[src/rtl/mem_pkg.sv]
// Shared widths, bundle layouts and state encoding for the memory stage.
package mem_pkg;

    localparam int unsigned N   = 24;
    localparam int unsigned BW  = 16 + 2 * N;
    localparam int unsigned WBW = 12 + 2 * N;

    // EX/MEM bundle bit offsets (LSB of each field)
    localparam int unsigned ExOpTypeLsb   = 62;
    localparam int unsigned ExOpCodeLsb   = 58;
    localparam int unsigned ExAluLsb      = 34;
    localparam int unsigned ExZeroBit     = 33;
    localparam int unsigned ExNegBit      = 32;
    localparam int unsigned ExBranchBit   = 31;
    localparam int unsigned ExMemWriteBit = 30;
    localparam int unsigned ExMemToRegBit = 29;
    localparam int unsigned ExRegWriteBit = 28;
    localparam int unsigned ExRcLsb       = 24;
    localparam int unsigned ExRd3Lsb      = 0;

    // MEM/WB bundle bit offsets (LSB of each field)
    localparam int unsigned WbOpTypeLsb   = 58;
    localparam int unsigned WbOpCodeLsb   = 54;
    localparam int unsigned WbAluLsb      = 30;
    localparam int unsigned WbRdataLsb    = 6;
    localparam int unsigned WbMemToRegBit = 5;
    localparam int unsigned WbRegWriteBit = 4;
    localparam int unsigned WbRcLsb       = 0;

    typedef struct packed {
        logic [1:0]   op_type;
        logic [3:0]   op_code;
        logic [N-1:0] alu_result;
        logic         zero;
        logic         neg;
        logic         branch_flag;
        logic         mem_write;
        logic         mem_to_reg;
        logic         reg_write;
        logic [3:0]   rc;
        logic [N-1:0] rd3;
    } ex_mem_t;

    typedef struct packed {
        logic [1:0]   op_type;
        logic [3:0]   op_code;
        logic [N-1:0] alu_result;
        logic [N-1:0] read_data;
        logic         mem_to_reg;
        logic         reg_write;
        logic [3:0]   rc;
    } mem_wb_t;

    typedef enum logic {IDLE, BUSY} mem_state_e;

    localparam mem_wb_t MemWbBubble = '0;

endpackage

[src/rtl/dmem_port_ctrl.sv]
// Data-memory handshake FSM: issues one request per instruction and stalls until ack.
// Optional wait limit enabled by defining MEM_TIMEOUT_EN.
module dmem_port_ctrl
    import mem_pkg::*;
#(
    parameter int unsigned TIMEOUT = 255
) (
    input  logic         clk,
    input  logic         rst,
    input  logic         mem_op,
    input  logic         is_store,
    input  logic [N-1:0] addr,
    input  logic [N-1:0] wdata,
    input  logic         ack,
    output logic         req,
    output logic         we,
    output logic [N-1:0] req_addr,
    output logic [N-1:0] req_wdata,
    output logic         stall,
    output logic         done,
    output logic         timeout
);

    mem_state_e state_q, state_d;
    logic       req_c, stall_c, done_c, timeout_c;

`ifdef MEM_TIMEOUT_EN
    localparam int unsigned CntW = $clog2(TIMEOUT + 1);
    localparam logic [CntW-1:0] TmoMax = CntW'(TIMEOUT);
    logic [CntW-1:0] cnt_q;

    // Counts stall cycles of the current access, including the issuing cycle.
    always_ff @(posedge clk or negedge rst) begin
        if (!rst) begin
            cnt_q <= '0;
        end else if (stall_c) begin
            cnt_q <= cnt_q + 1'b1;
        end else begin
            cnt_q <= '0;
        end
    end
`else
    localparam int unsigned unused_timeout = TIMEOUT;
`endif

    always_comb begin
        state_d   = state_q;
        req_c     = 1'b0;
        stall_c   = 1'b0;
        done_c    = 1'b0;
        timeout_c = 1'b0;
        unique case (state_q)
            IDLE: begin
                if (mem_op) begin
                    req_c = 1'b1;
                    if (ack) begin
                        done_c = 1'b1;
                    end else begin
                        stall_c = 1'b1;
                        state_d = BUSY;
                    end
                end
            end
            BUSY: begin
`ifdef MEM_TIMEOUT_EN
                if (cnt_q == TmoMax) begin
                    timeout_c = 1'b1;
                    done_c    = 1'b1;
                    state_d   = IDLE;
                end else
`endif
                begin
                    req_c = 1'b1;
                    if (ack) begin
                        done_c  = 1'b1;
                        state_d = IDLE;
                    end else begin
                        stall_c = 1'b1;
                    end
                end
            end
        endcase
    end

    always_ff @(posedge clk or negedge rst) begin
        if (!rst) begin
            state_q <= IDLE;
        end else begin
            state_q <= state_d;
        end
    end

    // Reset kills the handshake combinationally so the request drops mid-cycle.
    assign req       = req_c & rst;
    assign we        = req_c & rst & is_store;
    assign stall     = stall_c & rst;
    assign done      = done_c & rst;
    assign timeout   = timeout_c & rst;
    assign req_addr  = addr;
    assign req_wdata = wdata;

endmodule

[src/rtl/mem_stage.sv]
// Memory stage: unpacks EX/MEM, runs the data-memory access and registers MEM/WB.
// Define MEM_TIMEOUT_EN to bound the wait for dmemAck.
module mem_stage
    import mem_pkg::*;
#(
    parameter int unsigned TIMEOUT = 255
) (
    input  logic           clk,
    input  logic           rst,
    input  logic [BW-1:0]  exMemIn,
    output logic           dmemReq,
    output logic           dmemWe,
    output logic [N-1:0]   dmemAddr,
    output logic [N-1:0]   dmemWdata,
    input  logic           dmemAck,
    input  logic [N-1:0]   dmemRdata,
    output logic           stallOut,
    output logic [WBW-1:0] memWbOut,
    output logic [3:0]     fwdRc,
    output logic           fwdRegWrite,
    output logic [15:0]    waitCount,
    output logic           memErr
);

    ex_mem_t ex;
    mem_wb_t mem_wb_q, mem_wb_d;
    logic    mem_op, is_load, stall, done, timeout;
    logic    unused_flags;
    logic [15:0] wait_cnt_q;

    assign ex           = ex_mem_t'(exMemIn);
    assign unused_flags = ^{ex.zero, ex.neg, ex.branch_flag};
    assign mem_op       = ex.mem_write | ex.mem_to_reg;
    // A bundle with both memWrite and memToReg is treated as a store.
    assign is_load      = ex.mem_to_reg & ~ex.mem_write;

    dmem_port_ctrl #(
        .TIMEOUT (TIMEOUT)
    ) u_ctrl (
        .clk       (clk),
        .rst       (rst),
        .mem_op    (mem_op),
        .is_store  (ex.mem_write),
        .addr      (ex.alu_result),
        .wdata     (ex.rd3),
        .ack       (dmemAck),
        .req       (dmemReq),
        .we        (dmemWe),
        .req_addr  (dmemAddr),
        .req_wdata (dmemWdata),
        .stall     (stall),
        .done      (done),
        .timeout   (timeout)
    );

    always_comb begin
        mem_wb_d = MemWbBubble;
        if (!stall) begin
            mem_wb_d.op_type    = ex.op_type;
            mem_wb_d.op_code    = ex.op_code;
            mem_wb_d.alu_result = ex.alu_result;
            mem_wb_d.read_data  = (is_load && done && !timeout) ? dmemRdata : '0;
            mem_wb_d.mem_to_reg = ex.mem_to_reg;
            mem_wb_d.reg_write  = ex.reg_write & ~timeout;
            mem_wb_d.rc         = ex.rc;
        end
    end

    always_ff @(posedge clk or negedge rst) begin
        if (!rst) begin
            mem_wb_q   <= MemWbBubble;
            wait_cnt_q <= '0;
        end else begin
            mem_wb_q <= mem_wb_d;
            if (stall && wait_cnt_q != 16'hFFFF) begin
                wait_cnt_q <= wait_cnt_q + 16'd1;
            end
        end
    end

    assign memWbOut    = mem_wb_q;
    assign stallOut    = stall;
    assign waitCount   = wait_cnt_q;
    assign memErr      = timeout;
    assign fwdRc       = ex.rc;
    // Load results are only forwardable once the data is on dmemRdata.
    assign fwdRegWrite = ex.reg_write & (~ex.mem_to_reg | dmemAck);

endmodule

[config.mk]
export PLATFORM = sky130hd
export DESIGN_NAME = mem_stage
export DESIGN_NICKNAME = d
export VERILOG_FILES = /design/src/rtl/mem_pkg.sv /design/src/rtl/dmem_port_ctrl.sv /design/src/rtl/mem_stage.sv
export SDC_FILE = /design/constraint.sdc
export NUM_CORES = 1
export LEC_CHECK = 0
export CAP_MARGIN = 20
export CORE_ASPECT_RATIO = 0.5
export CORE_UTILIZATION = 36
export CTS_BUF_LIST = sky130_fd_sc_hd__clkbuf_8
export DETAILED_ROUTE_END_ITERATION = 8
export PLACE_DENSITY = 0.82
export SYNTH_ARGS = -nofsm -noshare
export SYNTH_HDL_FRONTEND = slang
export SYNTH_HIERARCHICAL = 1
export SYNTH_SLANG_ARGS = --single-unit
[constraint.sdc]
create_clock -name clk -period 2.6 [get_ports clk]
set_input_delay 0.26 -clock clk [delete_from_list [all_inputs] [get_ports clk]]
set_output_delay 0.26 -clock clk [all_outputs]
set_load 0.05 [all_outputs]
### Yosys cells after proc, flatten, opt, wreduce, memory -nomap -nowiden

Index checks and enable logic that the tools add are counted.
Widths: inputs -> output; s select.

| storage, ports and cells | value |
|---|---|
| flip-flop bits (word level) | 77 |
| input port bits | 91 |
| output and inout bits | 133 |
| word-level logic and storage cells | 34 |

| operators by class | value |
|---|---|
| add/sub/neg operators | 1 |
| eq/ne operators | 1 |
| multiplexer cells | 10 |
| bitwise logic cells | 11 |
| reduce and logical (&&, ||, !) cells | 2 |

Operator list:

| cell | count |
|---|---|
| $mux 60 | 1 |
| $mux 24 | 1 |
| $add 16x1->16 const B | 1 |
| $ne 16x16->1 const B | 1 |
| $and 1x1->1 | 6 |
| $pmux 1 s2 | 3 |
| $mux 1 | 5 |
| $not 1->1 | 3 |
| $logic_and 1x1->1 | 2 |
| $or 1x1->1 | 2 |

### Logic depth before layout (Yosys ltp)

| depth | value |
|---|---|
| depth after elaboration | 7 |
| gate-level depth with buffers | 7 |
| mapped depth without buffers | 7 |

### Cells and area by module

Netlist, hierarchy kept.

By module, submodules not included:

| module | instances | cells each | area an instance (um^2) | sequential area each (um^2) |
|---|---|---|---|---|
| mem_stage | 1 | 208 | 2806.4 | 1901.8 |
| dmem_port_ctrl | 1 | 57 | 430.4 | 25.0 |

### Worst setup path before layout

No wires, ideal clock.

| timing | value |
|---|---|
| kind | input -> register |
| start point | input exMemIn[29] |
| end point | register wait_cnt_q[15], in the netlist waitCount[15] |
| library setup time | 0.125 ns |
| data arrival time | 2.869 ns |
| required time | 2.475 ns |
| slack | -0.394 ns |
| stages | 7 |
| buffers on the path | 0 |
| path through | or2_2 > o21a_1 > nor2b_1 > nand4_2 > nor4_4 > nand3_1 > mux2_4 |

| on the way | value |
|---|---|
| word-level cells in the longest chain between the ends | 5 |

Ends and longest elaborated chain:

| element | line | text |
|---|---|---|
| start: declaration | mem_stage.sv:10 | `input logic [BW-1:0] exMemIn,` |
| $or 1x1->1 | mem_stage.sv:33 | `assign mem_op = ex.mem_write \| ex.mem_to_reg;` |
| $mux 1 | dmem_port_ctrl.sv:54 | `if (mem_op) begin` |
| $pmux 1 s2 | dmem_port_ctrl.sv:52 | `unique case (state_q)` |
| $and 1x1->1 | dmem_port_ctrl.sv:96 | `assign stall = stall_c & rst;` |
| net stallOut | mem_stage.sv:17 | `output logic stallOut,` |
| $logic_and 1x1->1 | mem_stage.sv:75 | `if (stall && wait_cnt_q != 16'hFFFF) begin` |
| end signal: assignment | mem_stage.sv:76 | `wait_cnt_q <= wait_cnt_q + 16'd1;` |
| end: declaration | mem_stage.sv:29 | `logic [15:0] wait_cnt_q;` |

The timed path passes the listed nets, and every way through them passes these cells.
A chain may end at the register's enable or synchronous reset.

### Worst setup path in the final report

| timing | value |
|---|---|
| start point | input exMemIn[29] |
| end point | output stallOut |

| on the way | value |
|---|---|
| word-level cells in the longest chain between the ends | 4 |

Ends and longest elaborated chain:

| element | line | text |
|---|---|---|
| $or 1x1->1 | mem_stage.sv:33 |  |
| net mem_op | mem_stage.sv:27 | `logic mem_op, is_load, stall, done, timeout;` |
| $mux 1 | dmem_port_ctrl.sv:54 |  |
| $pmux 1 s2 | dmem_port_ctrl.sv:52 |  |
| $and 1x1->1 | dmem_port_ctrl.sv:96 |  |
| end: declaration | mem_stage.sv:17 |  |

The timed path passes the listed nets, and every way through them passes these cells.

==> results.yml <==
status:
  outcome: "complete, but fails checks"
  violations: "DRC"
finish:
  num-nets-final: 483
  areaGrowthSynthToFinish_pct: 50.14
  fin_area_um2: 4860
  layout-drive-gt1-share: 0.08861
  n_antenna_cell: 0
  fin_cells: 512
  layout_commonest_cell: "clkdlybuf4s50_1"
  final_cell_mix: "166 x clkdlybuf4s50_1, 77 x dfrtp_1, 35 x nor2b_1"
placement:
  dpl_cell_area_um2: 4701
  place.port_buffers: 171
  dp_cells: 497
  dpl.hpwl_um: 5814
  gp_congestion: 0.7722
min_path:
  hp-class: "in2async"
die:
  coreArea_um2: 8708
  dieHeight_um: 69.05
  initial_core_util: 0.3717
  io-pin-count: 224
  fp.dieW_um: 136.1
  rows: 24
  fp.dieArea_um2: 9398
power:
  ir_drop_v: 0.0003666
  p_int_mw: 1.954
  p_sw_frac: 0.3400
  power_frac_clock: 0.250
  seqPwrFrac: 0.458
  leakage_nw: 2.151
  p_per_area_nw_per_um2: 609.1
  p_comb_frac: 0.292
  power.switching_mw: 1.006
drt:
  dr.pass1.iters: 6
  route.detailed.drc: 4
  vias_per_cell: 4.377
  wl_per_cell_um: 15.07
  drt-initial-drc-count: 156
  ant_nets: 0
  num_vias: 2241
  wl_um: 7717
logic_synthesis:
  synth-edff-count: 0
  syn-num-nets: 357
  ys_seq_elements: 77
  syn_avg_cell_area_um2: 12.21
  synth_area_um2: 3237
  yosysSeqAreaShare: 0.5953
  ys_types: 33
  ys_top_cells_by_area: "dfrtp_1 60%, buf_4 12%, nor2b_1 7.0%"
  yosysWarnings: 6
  yosysTopAreaCellShare: 0.5953
  synth_ff_type: "dfrtp_1"
  synthCells: 265
  yosysTopAreaCell: "dfrtp_1"
  synthArstFlopShare: 1.000
clock_network:
  hold_buffers: 0
  path_clk_slew_ps: 70
  cts_setup_buffers: 0
  cts_buffers: 9
  post_cts_resized: 0
  cts-root-buf: "clkbuf_8"
  clockBufferDepth: 2
  cts_tree: "done"
  worstSkewPairLatency_ps: 340
  clock-sinks: 77
  htree_levels: 3
timing:
  finalCritPeriodShare: 0.7925
  final-setup-viol-count: 0
  fin_tns_setup_ps: 0
  slew_violations: 0
  slew_headroom: 0.3600
  fin_worst_skew_ps: 6.299
  max_clock_freq_mhz: 485.3
  rsz0062_at_grt: "no"
  hold_violations: 0
  tightest_slew_ps: 960.0
  final.min_clock_period_ps: 2061
setup_path:
  arrival_ps: 1800
  critPathLaunchType: "input port"
  crit_required_ps: 2340
  worstSetupPathType: "in2out"
  critPathMaxFanout: 25
  cp-end-kind: "output pin"
grt:
  grt_max_degree: 78
  grt_pass1_vias: 2316
  grt_usage: 0.1756
  grt_pass1_wl_um: 12400
  antenna_found_initial: 0
  grt_overflow: 0
flow_run:
  drv_cap: 0
==> logic make-up after synthesis <==
group	after synthesis	synth area share
xor+xnor	13	0.03518
fa+ha+maj	1	0.003865
buf+inv	61	0.1345
compound gates	5	0.01198
flops	77	0.5953
other cells	1	0.001159
simple gates	105	0.2099
mux	2	0.008116
==> critical path, cell delays in order <==
cell             delay (ps)
clkdlybuf4s50_1         450
or2_2                   320
o21a_1                  210
nor2b_4                 150
buf_4                   230
buf_12                  180
==> state kept, by name, summed over array words and instances (netlist names) <==
name / flops
u_ctrl/state_q: 1
waitCount: 16
memWbOut: 60
==> metrics by stage <==
step / util / total power [mW] / worst slack [ps] / hold slack, ps
global route: 0.5580 / 3.094 / 477.3 / 271.6
detailed placement: 0.5398 / 2.252 / 291.6 / 484.4
global placement: 0.5398 / 2.234 / 321.6 / 482.1
finish: 0.5580 / 2.960 / 539.4 / 169.7
CTS: 0.5580 / 2.999 / 536.0 / 226.4
floorplan: - / 1.993 / 238.6 / -35.59
==> worst paths after layout <==
check                                         startpoint                   endpoint  slack (ps)  depth (start not counted)
worst max register to register  u_ctrl/state_q$_DFF_PN0_  waitCount[15]$_DFFE_PN0P_         830                          6
worst max-delay path                         exMemIn[29]                   stallOut         540                          6
worst min-delay path                                 rst     memWbOut[55]$_DFF_PN0_         170                          2
worst min register to register  u_ctrl/state_q$_DFF_PN0_   u_ctrl/state_q$_DFF_PN0_         500                          2
min in group clk                           dmemRdata[17]     memWbOut[23]$_DFF_PN0_         470                          2
max in group asynchronous                            rst     memWbOut[31]$_DFF_PN0_        1790                          2
==> power groups by stage <==
stage	logic, mW	clock network, mW	registers, mW
floorplan	0.339	0	1.65
global placement	0.861	0	1.37
detailed placement	0.873	0	1.38
CTS	0.874	0.770	1.36
global route	0.902	0.827	1.37
finish	0.864	0.741	1.35
==> cell usage after synthesis (2+ instances only) <==
| master | instances |
|---|---|
| nand3_2 | 2 |
| nor3_1 | 6 |
| nand4_1 | 4 |
| o21a_1 | 2 |
| xnor2_1 | 3 |
| and4_1 | 2 |
| nor4_2 | 2 |
| nand2_1 | 10 |
| and4_4 | 2 |
| and2_1 | 26 |
| nand3_1 | 3 |
| clkbuf_1 | 6 |
| dfrtp_1 | 77 |
| nor2_1 | 5 |
| xor2_1 | 10 |
| nor2b_1 | 36 |
| buf_4 | 53 |
==> layout make-up <==
| cell class | instances | area (um^2) |
|---|---|---|
| Inverter | 1 | 3.754 |
| Clock buffer | 10 | 137.6 |
| Tap cell | 117 | 146.4 |
| Fill cell | 731 | 3849 |
| Timing Repair Buffer | 175 | 1742 |
| Sequential cell | 77 | 1927 |
| Multi-Input combinational cell | 127 | 882.1 |
| Clock inverter | 5 | 21.27 |
==> routing by layer <==
| metal | vias up | GRT usage | share of wire |
|---|---|---|---|
| met2 | 48 | 0.3102 | 0.56 |
| met4 | 0 | 0.05926 | 0.014 |
| li1 | 1050 | - | - |
| met1 | 1129 | 0.2078 | 0.38 |
| met3 | 14 | 0.04341 | 0.039 |
| met5 | - | 0 | 0 |
Power figures use the tool's default switching activity.
